[config.mk]
export PLATFORM = sky130hd
export DESIGN_NAME = dm_axi_master_flat
export DESIGN_NICKNAME = d
export VERILOG_FILES = /design/src/rtl/dm_axi_master_if.sv /design/src/rtl/dm_axi_master.sv /design/src/flat_wrapper.sv
export SDC_FILE = /design/constraint.sdc
export NUM_CORES = 1
export LEC_CHECK = 0
export ABC_AREA = 1
export ABC_CLOCK_PERIOD_IN_PS = 1300
export CAP_MARGIN = 30
export CORE_UTILIZATION = 35
export CTS_BUF_LIST = sky130_fd_sc_hd__clkbuf_2
export CTS_CLUSTER_SIZE = 24
export DETAILED_ROUTE_END_ITERATION = 8
export GPL_TIMING_DRIVEN = 0
export MAX_ROUTING_LAYER = met4
export PLACE_DENSITY = 0.91
export RECOVER_POWER = 100
export SYNTH_ARGS = -nofsm -noshare
export SYNTH_HDL_FRONTEND = slang
export SYNTH_SLANG_ARGS = --single-unit
[constraint.sdc]
create_clock -name clk -period 1.3 [get_ports clk]
set_input_delay 0.13 -clock clk [delete_from_list [all_inputs] [get_ports clk]]
set_output_delay 0.13 -clock clk [all_outputs]
set_load 0.02 [all_outputs]
[src/rtl/dm_axi_master_if.sv]
// Single-beat AXI4 bus bundle between dm_axi_master and its slave.
interface dm_axi_master_if #(
  parameter int unsigned ID_W = 4
);
  // Read address channel
  logic [ID_W-1:0] ARID;
  logic [31:0]     ARADDR;
  logic [3:0]      ARLEN;
  logic [2:0]      ARSIZE;
  logic [1:0]      ARBURST;
  logic            ARVALID;
  logic            ARREADY;
  // Read data channel
  logic [ID_W-1:0] RID;
  logic [31:0]     RDATA;
  logic [1:0]      RRESP;
  logic            RLAST;
  logic            RVALID;
  logic            RREADY;
  // Write address channel
  logic [ID_W-1:0] AWID;
  logic [31:0]     AWADDR;
  logic [3:0]      AWLEN;
  logic [2:0]      AWSIZE;
  logic [1:0]      AWBURST;
  logic            AWVALID;
  logic            AWREADY;
  // Write data channel
  logic [31:0]     WDATA;
  logic [3:0]      WSTRB;
  logic            WLAST;
  logic            WVALID;
  logic            WREADY;
  // Write response channel
  logic [ID_W-1:0] BID;
  logic [1:0]      BRESP;
  logic            BVALID;
  logic            BREADY;

  modport master (
    output ARID, ARADDR, ARLEN, ARSIZE, ARBURST, ARVALID,
    input  ARREADY,
    input  RID, RDATA, RRESP, RLAST, RVALID,
    output RREADY,
    output AWID, AWADDR, AWLEN, AWSIZE, AWBURST, AWVALID,
    input  AWREADY,
    output WDATA, WSTRB, WLAST, WVALID,
    input  WREADY,
    input  BID, BRESP, BVALID,
    output BREADY
  );

  modport slave (
    input  ARID, ARADDR, ARLEN, ARSIZE, ARBURST, ARVALID,
    output ARREADY,
    output RID, RDATA, RRESP, RLAST, RVALID,
    input  RREADY,
    input  AWID, AWADDR, AWLEN, AWSIZE, AWBURST, AWVALID,
    output AWREADY,
    input  WDATA, WSTRB, WLAST, WVALID,
    output WREADY,
    output BID, BRESP, BVALID,
    input  BREADY
  );
endinterface

[src/rtl/dm_axi_master.sv]
// CPU data-memory port to single-beat AXI4 master bridge.
// Optional sticky bus-error reporting is enabled by defining DM_AXI_BUS_ERR_EN.
module dm_axi_master #(
  parameter int unsigned     ID_W   = 4,
  parameter logic [ID_W-1:0] MST_ID = ID_W'(1)
) (
  input  logic        clk,
  input  logic        rst,
  input  logic        DM_ren,
  input  logic [3:0]  DM_wen,
  input  logic [31:0] DM_addr,
  input  logic [31:0] DM_wdata,
  output logic [31:0] DM_rdata,
  output logic        waiting,
  output logic        bus_err,
  dm_axi_master_if.master axi
);

  typedef enum logic [2:0] {
    S_IDLE,
    S_RADDR,
    S_RDATA,
    S_WREQ,
    S_WRESP,
    S_DONE
  } state_e;

  state_e      state_q;
  logic [31:0] addr_q;
  logic [31:0] wdata_q;
  logic [3:0]  wstrb_q;
  logic [31:0] rdata_q;
  logic        arvalid_q;
  logic        rready_q;
  logic        awvalid_q;
  logic        wvalid_q;
  logic        bready_q;
  logic        aw_done_q;
  logic        w_done_q;

  logic        req_w;
  logic        req_r;
  logic        aw_hs;
  logic        w_hs;

  // Request decode: a store wins over a simultaneous load.
  assign req_w = (DM_wen != 4'hF);
  assign req_r = DM_ren & ~req_w;
  assign aw_hs = awvalid_q & axi.AWREADY;
  assign w_hs  = wvalid_q & axi.WREADY;

  // Hold the pipeline from request acceptance until the DONE cycle.
  assign waiting = (state_q == S_IDLE) ? (req_w | req_r) : (state_q != S_DONE);

  // Main transaction FSM with registered channel controls.
  always_ff @(posedge clk) begin
    if (rst) begin
      state_q   <= S_IDLE;
      addr_q    <= '0;
      wdata_q   <= '0;
      wstrb_q   <= '0;
      rdata_q   <= '0;
      arvalid_q <= 1'b0;
      rready_q  <= 1'b0;
      awvalid_q <= 1'b0;
      wvalid_q  <= 1'b0;
      bready_q  <= 1'b0;
      aw_done_q <= 1'b0;
      w_done_q  <= 1'b0;
    end else begin
      case (state_q)
        S_IDLE: begin
          if (req_w | req_r) begin
            addr_q  <= {DM_addr[31:2], 2'b00};
            wdata_q <= DM_wdata;
            wstrb_q <= ~DM_wen;
          end
          if (req_w) begin
            awvalid_q <= 1'b1;
            wvalid_q  <= 1'b1;
            state_q   <= S_WREQ;
          end else if (req_r) begin
            arvalid_q <= 1'b1;
            state_q   <= S_RADDR;
          end
        end
        S_RADDR: begin
          if (axi.ARREADY) begin
            arvalid_q <= 1'b0;
            rready_q  <= 1'b1;
            state_q   <= S_RDATA;
          end
        end
        S_RDATA: begin
          if (axi.RVALID) begin
            rdata_q  <= axi.RDATA;
            rready_q <= 1'b0;
            state_q  <= S_DONE;
          end
        end
        S_WREQ: begin
          if (aw_hs) begin
            awvalid_q <= 1'b0;
            aw_done_q <= 1'b1;
          end
          if (w_hs) begin
            wvalid_q <= 1'b0;
            w_done_q <= 1'b1;
          end
          if ((aw_done_q | aw_hs) && (w_done_q | w_hs)) begin
            aw_done_q <= 1'b0;
            w_done_q  <= 1'b0;
            bready_q  <= 1'b1;
            state_q   <= S_WRESP;
          end
        end
        S_WRESP: begin
          if (axi.BVALID) begin
            bready_q <= 1'b0;
            state_q  <= S_DONE;
          end
        end
        S_DONE: begin
          state_q <= S_IDLE;
        end
        default: begin
          state_q <= S_IDLE;
        end
      endcase
    end
  end

  // Channel output mapping; burst fields are fixed for single 32-bit beats.
  assign axi.ARID    = MST_ID;
  assign axi.ARADDR  = addr_q;
  assign axi.ARLEN   = 4'd0;
  assign axi.ARSIZE  = 3'b010;
  assign axi.ARBURST = 2'b01;
  assign axi.ARVALID = arvalid_q;
  assign axi.RREADY  = rready_q;
  assign axi.AWID    = MST_ID;
  assign axi.AWADDR  = addr_q;
  assign axi.AWLEN   = 4'd0;
  assign axi.AWSIZE  = 3'b010;
  assign axi.AWBURST = 2'b01;
  assign axi.AWVALID = awvalid_q;
  assign axi.WDATA   = wdata_q;
  assign axi.WSTRB   = wstrb_q;
  assign axi.WLAST   = 1'b1;
  assign axi.WVALID  = wvalid_q;
  assign axi.BREADY  = bready_q;
  assign DM_rdata    = rdata_q;

`ifdef DM_AXI_BUS_ERR_EN
  logic bus_err_q;
  logic unused_sigs;

  // Sticky error on any non-OKAY read or write response.
  always_ff @(posedge clk) begin
    if (rst) begin
      bus_err_q <= 1'b0;
    end else if ((state_q == S_RDATA && rready_q && axi.RVALID && axi.RRESP != 2'b00) ||
                 (state_q == S_WRESP && bready_q && axi.BVALID && axi.BRESP != 2'b00)) begin
      bus_err_q <= 1'b1;
    end
  end

  assign bus_err     = bus_err_q;
  assign unused_sigs = ^{axi.RID, axi.RLAST, axi.BID, DM_addr[1:0]};
`else
  logic unused_sigs;

  // Error reporting disabled: responses are not inspected.
  assign bus_err     = 1'b0;
  assign unused_sigs = ^{axi.RID, axi.RLAST, axi.BID, axi.RRESP, axi.BRESP, DM_addr[1:0]};
`endif

endmodule

[src/flat_wrapper.sv]
// flat-port wrapper written by rule: the top's interface ports become plain ports
module dm_axi_master_flat 
#(
  parameter int unsigned     ID_W   = 4,
  parameter logic [ID_W-1:0] MST_ID = ID_W'(1)
)
  (clk, rst, DM_ren, DM_wen, DM_addr, DM_wdata, DM_rdata, waiting, bus_err, axi_ARID, axi_ARADDR, axi_ARLEN, axi_ARSIZE, axi_ARBURST, axi_ARVALID, axi_ARREADY, axi_RID, axi_RDATA, axi_RRESP, axi_RLAST, axi_RVALID, axi_RREADY, axi_AWID, axi_AWADDR, axi_AWLEN, axi_AWSIZE, axi_AWBURST, axi_AWVALID, axi_AWREADY, axi_WDATA, axi_WSTRB, axi_WLAST, axi_WVALID, axi_WREADY, axi_BID, axi_BRESP, axi_BVALID, axi_BREADY);
  dm_axi_master_if #(.ID_W(ID_W)) axi_i ();
  input  logic clk;
  input  logic rst;
  input  logic DM_ren;
  input  logic [3:0] DM_wen;
  input  logic [31:0] DM_addr;
  input  logic [31:0] DM_wdata;
  output logic [31:0] DM_rdata;
  output logic waiting;
  output logic bus_err;
  output wire logic [$bits(axi_i.ARID)-1:0] axi_ARID;
  output wire logic [$bits(axi_i.ARADDR)-1:0] axi_ARADDR;
  output wire logic [$bits(axi_i.ARLEN)-1:0] axi_ARLEN;
  output wire logic [$bits(axi_i.ARSIZE)-1:0] axi_ARSIZE;
  output wire logic [$bits(axi_i.ARBURST)-1:0] axi_ARBURST;
  output wire logic [$bits(axi_i.ARVALID)-1:0] axi_ARVALID;
  input wire logic [$bits(axi_i.ARREADY)-1:0] axi_ARREADY;
  input wire logic [$bits(axi_i.RID)-1:0] axi_RID;
  input wire logic [$bits(axi_i.RDATA)-1:0] axi_RDATA;
  input wire logic [$bits(axi_i.RRESP)-1:0] axi_RRESP;
  input wire logic [$bits(axi_i.RLAST)-1:0] axi_RLAST;
  input wire logic [$bits(axi_i.RVALID)-1:0] axi_RVALID;
  output wire logic [$bits(axi_i.RREADY)-1:0] axi_RREADY;
  output wire logic [$bits(axi_i.AWID)-1:0] axi_AWID;
  output wire logic [$bits(axi_i.AWADDR)-1:0] axi_AWADDR;
  output wire logic [$bits(axi_i.AWLEN)-1:0] axi_AWLEN;
  output wire logic [$bits(axi_i.AWSIZE)-1:0] axi_AWSIZE;
  output wire logic [$bits(axi_i.AWBURST)-1:0] axi_AWBURST;
  output wire logic [$bits(axi_i.AWVALID)-1:0] axi_AWVALID;
  input wire logic [$bits(axi_i.AWREADY)-1:0] axi_AWREADY;
  output wire logic [$bits(axi_i.WDATA)-1:0] axi_WDATA;
  output wire logic [$bits(axi_i.WSTRB)-1:0] axi_WSTRB;
  output wire logic [$bits(axi_i.WLAST)-1:0] axi_WLAST;
  output wire logic [$bits(axi_i.WVALID)-1:0] axi_WVALID;
  input wire logic [$bits(axi_i.WREADY)-1:0] axi_WREADY;
  input wire logic [$bits(axi_i.BID)-1:0] axi_BID;
  input wire logic [$bits(axi_i.BRESP)-1:0] axi_BRESP;
  input wire logic [$bits(axi_i.BVALID)-1:0] axi_BVALID;
  output wire logic [$bits(axi_i.BREADY)-1:0] axi_BREADY;
  assign axi_ARID = axi_i.ARID;
  assign axi_ARADDR = axi_i.ARADDR;
  assign axi_ARLEN = axi_i.ARLEN;
  assign axi_ARSIZE = axi_i.ARSIZE;
  assign axi_ARBURST = axi_i.ARBURST;
  assign axi_ARVALID = axi_i.ARVALID;
  assign axi_i.ARREADY = axi_ARREADY;
  assign axi_i.RID = axi_RID;
  assign axi_i.RDATA = axi_RDATA;
  assign axi_i.RRESP = axi_RRESP;
  assign axi_i.RLAST = axi_RLAST;
  assign axi_i.RVALID = axi_RVALID;
  assign axi_RREADY = axi_i.RREADY;
  assign axi_AWID = axi_i.AWID;
  assign axi_AWADDR = axi_i.AWADDR;
  assign axi_AWLEN = axi_i.AWLEN;
  assign axi_AWSIZE = axi_i.AWSIZE;
  assign axi_AWBURST = axi_i.AWBURST;
  assign axi_AWVALID = axi_i.AWVALID;
  assign axi_i.AWREADY = axi_AWREADY;
  assign axi_WDATA = axi_i.WDATA;
  assign axi_WSTRB = axi_i.WSTRB;
  assign axi_WLAST = axi_i.WLAST;
  assign axi_WVALID = axi_i.WVALID;
  assign axi_i.WREADY = axi_WREADY;
  assign axi_i.BID = axi_BID;
  assign axi_i.BRESP = axi_BRESP;
  assign axi_i.BVALID = axi_BVALID;
  assign axi_BREADY = axi_i.BREADY;
  dm_axi_master #(.ID_W(ID_W), .MST_ID(MST_ID)) u_core (.clk(clk), .rst(rst), .DM_ren(DM_ren), .DM_wen(DM_wen), .DM_addr(DM_addr), .DM_wdata(DM_wdata), .DM_rdata(DM_rdata), .waiting(waiting), .bus_err(bus_err), .axi(axi_i));
endmodule
==> flow_summary.json <==
{
  "status": "complete, but fails checks",
  "violations": "negative setup slack",
  "criticalPathCategory": "register to primary output",
  "path_buf_inv": 4,
  "htree_levels": 3,
  "fin_crit_sh_pct": 153,
  "post-dp-hpwl_um": 10800,
  "p_leak_nw": 4.11,
  "ios": 287,
  "netlist_area_sq_um": 4730,
  "vias": 5260,
  "finalPower_mw": 24.0,
  "synthCells": 577,
  "crit_arrival_ns": 1.85,
  "drtIter0Drc": 327,
  "die_height_um": 118,
  "finalHoldViolations": 0,
  "ys_top_cells_by_area": "dfxtp_1 46%, nor2_1 11%, o21ai_0 10%",
  "grt_max_degree": 16,
  "place.gp.congestion": 0.878,
  "synth_top_cell_area_share_pct": 45.8,
  "cts_root_buffer": "clkbuf_2",
  "row_count": 42,
  "drive_gt1_share_pct": 55.2,
  "yosys_warnings": 0,
  "core_sq_um": 13200,
  "gr-total-overflow": 0,
  "cp_top_family": "buffers and inverters",
  "syn_area_per_cell_sq_um": 8.19,
  "first_pass_iters": 5,
  "drv_cap": 0,
  "drcViolationCount": 0,
  "cts.path.max_buffers": 2,
  "fp.dieW_um": 118,
  "diodes": 0,
  "cts.sinks": 108,
  "routed_wl_um": 18700,
  "grtUsageTotal_pct": 25.0,
  "dieArea_sq_um": 14000,
  "ant_nets": 0,
  "start_util_pct": 35.8,
  "fillers": 916,
  "ys_ff_latch": 108,
  "slowest_delay_ns": 0.39,
  "syn_to_final_growth_pct": 93.9,
  "endpoint_kind": "primary output",
  "cts_tree": "done",
  "rsz0062_at_grt": "yes",
  "wl_per_cell_um": 16.7,
  "cts_buffers": 9,
  "min_period_ns": 1.98,
  "max-vdd-ir-drop_uv": 1600,
  "clock_skew_ns": 0.0380,
  "ys_types": 26,
  "final_cell_mix": "206 x buf_6, 135 x nor2_1, 104 x clkdlybuf4s50_1",
  "slew_violations": 0,
  "synth_top_cell_by_area": "dfxtp_1",
  "critPathSlowestCell": "dfxtp_2",
  "synth_seq_area_share_pct": 45.8,
  "viasPerCell": 4.70,
  "cp-start-kind": "register",
  "nNetsFinal": 1061,
  "grt_pass1_vias": 4974,
  "crit_chain": "buf_8 -> nor2_8 -> nand2_4 -> nand2_8 -> inv_12 -> buf_12 -> o21ai_4 -> buf_6",
  "fmax_mhz": 504,
  "path_max_fanout": 8,
  "tns_ns": -30.60,
  "grt_pass1_wl_um": 26300,
  "layout_commonest_cell": "buf_6",
  "clk_pin_slew_ns": 0.31,
  "setup_viol": 163,
  "setup_ws_ns": -0.684,
  "clk_latency_ns": 0.62,
  "crit_required_ns": 1.17,
  "slew_headroom_pct": 59.0,
  "io_buffers": 238,
  "worstMarginPinSlew_ns": 0.615,
  "grt_antenna_before_repair": 0,
  "p_per_area_nw_per_um2": 2620,
  "hp-class": "input pin to register"
}
## repair_timing
item                                    CTS  global route
hold buffers                              2             0
resized for setup                      1018            78
buffers inserted                         49            42
pin swaps                                 6            34
setup endpoints to repair               234           237
cloned                                    1             5
endpoints found under the hold margin     8             0
## worst register-to-register path, stage by stage, from the launching register on
cell and delay [ns]:
dfxtp_2 0.39, buf_8 0.15, nor2_8 0.17, nand2_4 0.08, nand2_8 0.11, buf_4 0.15, buf_12 0.13, buf_8 0.13
o21ai_0 0.08, nor2_1 0.15
## final timing paths
path | startpoint | end | slack, ns | depth (start not counted)
setup reg to reg | u_core.state_q[0] | u_core.axi.ARADDR[22] | -0.33 | 9
hold reg to reg | u_core.DM_rdata[11] | u_core.DM_rdata[11] | 0.50 | 2
hold / removal | DM_wdata[26] | u_core.axi.WDATA[26] | 0.02 | 3
setup / recovery | u_core.state_q[0] | waiting | -0.68 | 8
## flip-flops by register name (all words and copies together) (netlist names)
signal,flops
u_core.DM_rdata,32
u_core.aw_done_q,1
u_core.axi.ARADDR,30
u_core.axi.ARVALID,1
u_core.axi.AWVALID,1
u_core.axi.BREADY,1
u_core.axi.RREADY,1
u_core.axi.WDATA,32
u_core.axi.WSTRB,4
u_core.axi.WVALID,1
u_core.state_q,3
u_core.w_done_q,1
## cells by family (layout without fill, tap and decap cells)
| group | after synthesis | count (layout) | share of synthesized area (%) |
|---|---|---|---|
| simple gates | 243 | 243 | 24.5 |
| compound gates | 116 | 116 | 12.3 |
| flops | 108 | 108 | 45.8 |
| buf+inv | 108 | 445 | 17.3 |
| other cells | 2 | 32 | 0.159 |
## cells in the mapped netlist
library cell and n:
inv_2 3, o21ai_0 95, clkbuf_1 13, buf_8 1
conb_1 2, nand2_1 21, nor2_1 141, nand4_1 4
nor2_2 60, buf_4 62, nor3_1 1, nor2_8 1
o21ai_1 10, inv_12 1, clkinv_1 1, nand3_2 1
nand3_1 10, buf_12 6, o21bai_1 1, a21oi_1 10
nand2_8 2, buf_6 7, dfxtp_1 108, nand2_4 2
buf_2 4, inv_1 10
## routing by layer
| metal | global-route usage, % | up-vias | routed length, um |
|---|---|---|---|
| met5 | - | - | 0 |
| met4 | 10.2 | 0 | 550 |
| met3 | 5.16 | 42 | 1070 |
| met2 | 45.4 | 250 | 10100 |
| met1 | 26.3 | 2495 | 7010 |
| li1 | - | 2473 | - |
## power by group
part	total (mW)	switching, mW	internal, mW
Clock	1.78	1.13	0.658
Combinational	16.4	7.71	8.64
Sequential	5.91	1.04	4.88
Total	24.0	9.88	14.2
## cell type report
class	instances	area [sq um]	area share (%)
timing repair buffer	335	3600	39.3
sequential	108	2300	25.1
clock inverter	2	60.1	0.655
inverter	15	87.6	0.956
multi-input combinational	391	2020	22.1
clock buffer	13	65.1	0.710
tap	176	220	2.40
buffer	80	806	8.79
## through the flow
step	setup WS, ns	cells	area [sq um]	utilization (%)	hold slack (ns)
after CTS	-0.738	1086	8620	65.3	0.000980
final	-0.684	1120	9170	69.5	0.0207
after global placement	-0.973	1021	7440	56.4	0.420
after global routing	-0.773	1120	9170	69.5	0.000811
after detailed placement	-0.972	1021	7440	56.4	0.433
after floorplan	-0.0235	607	4840	-	0.221
Power figures use the tool's default switching activity.
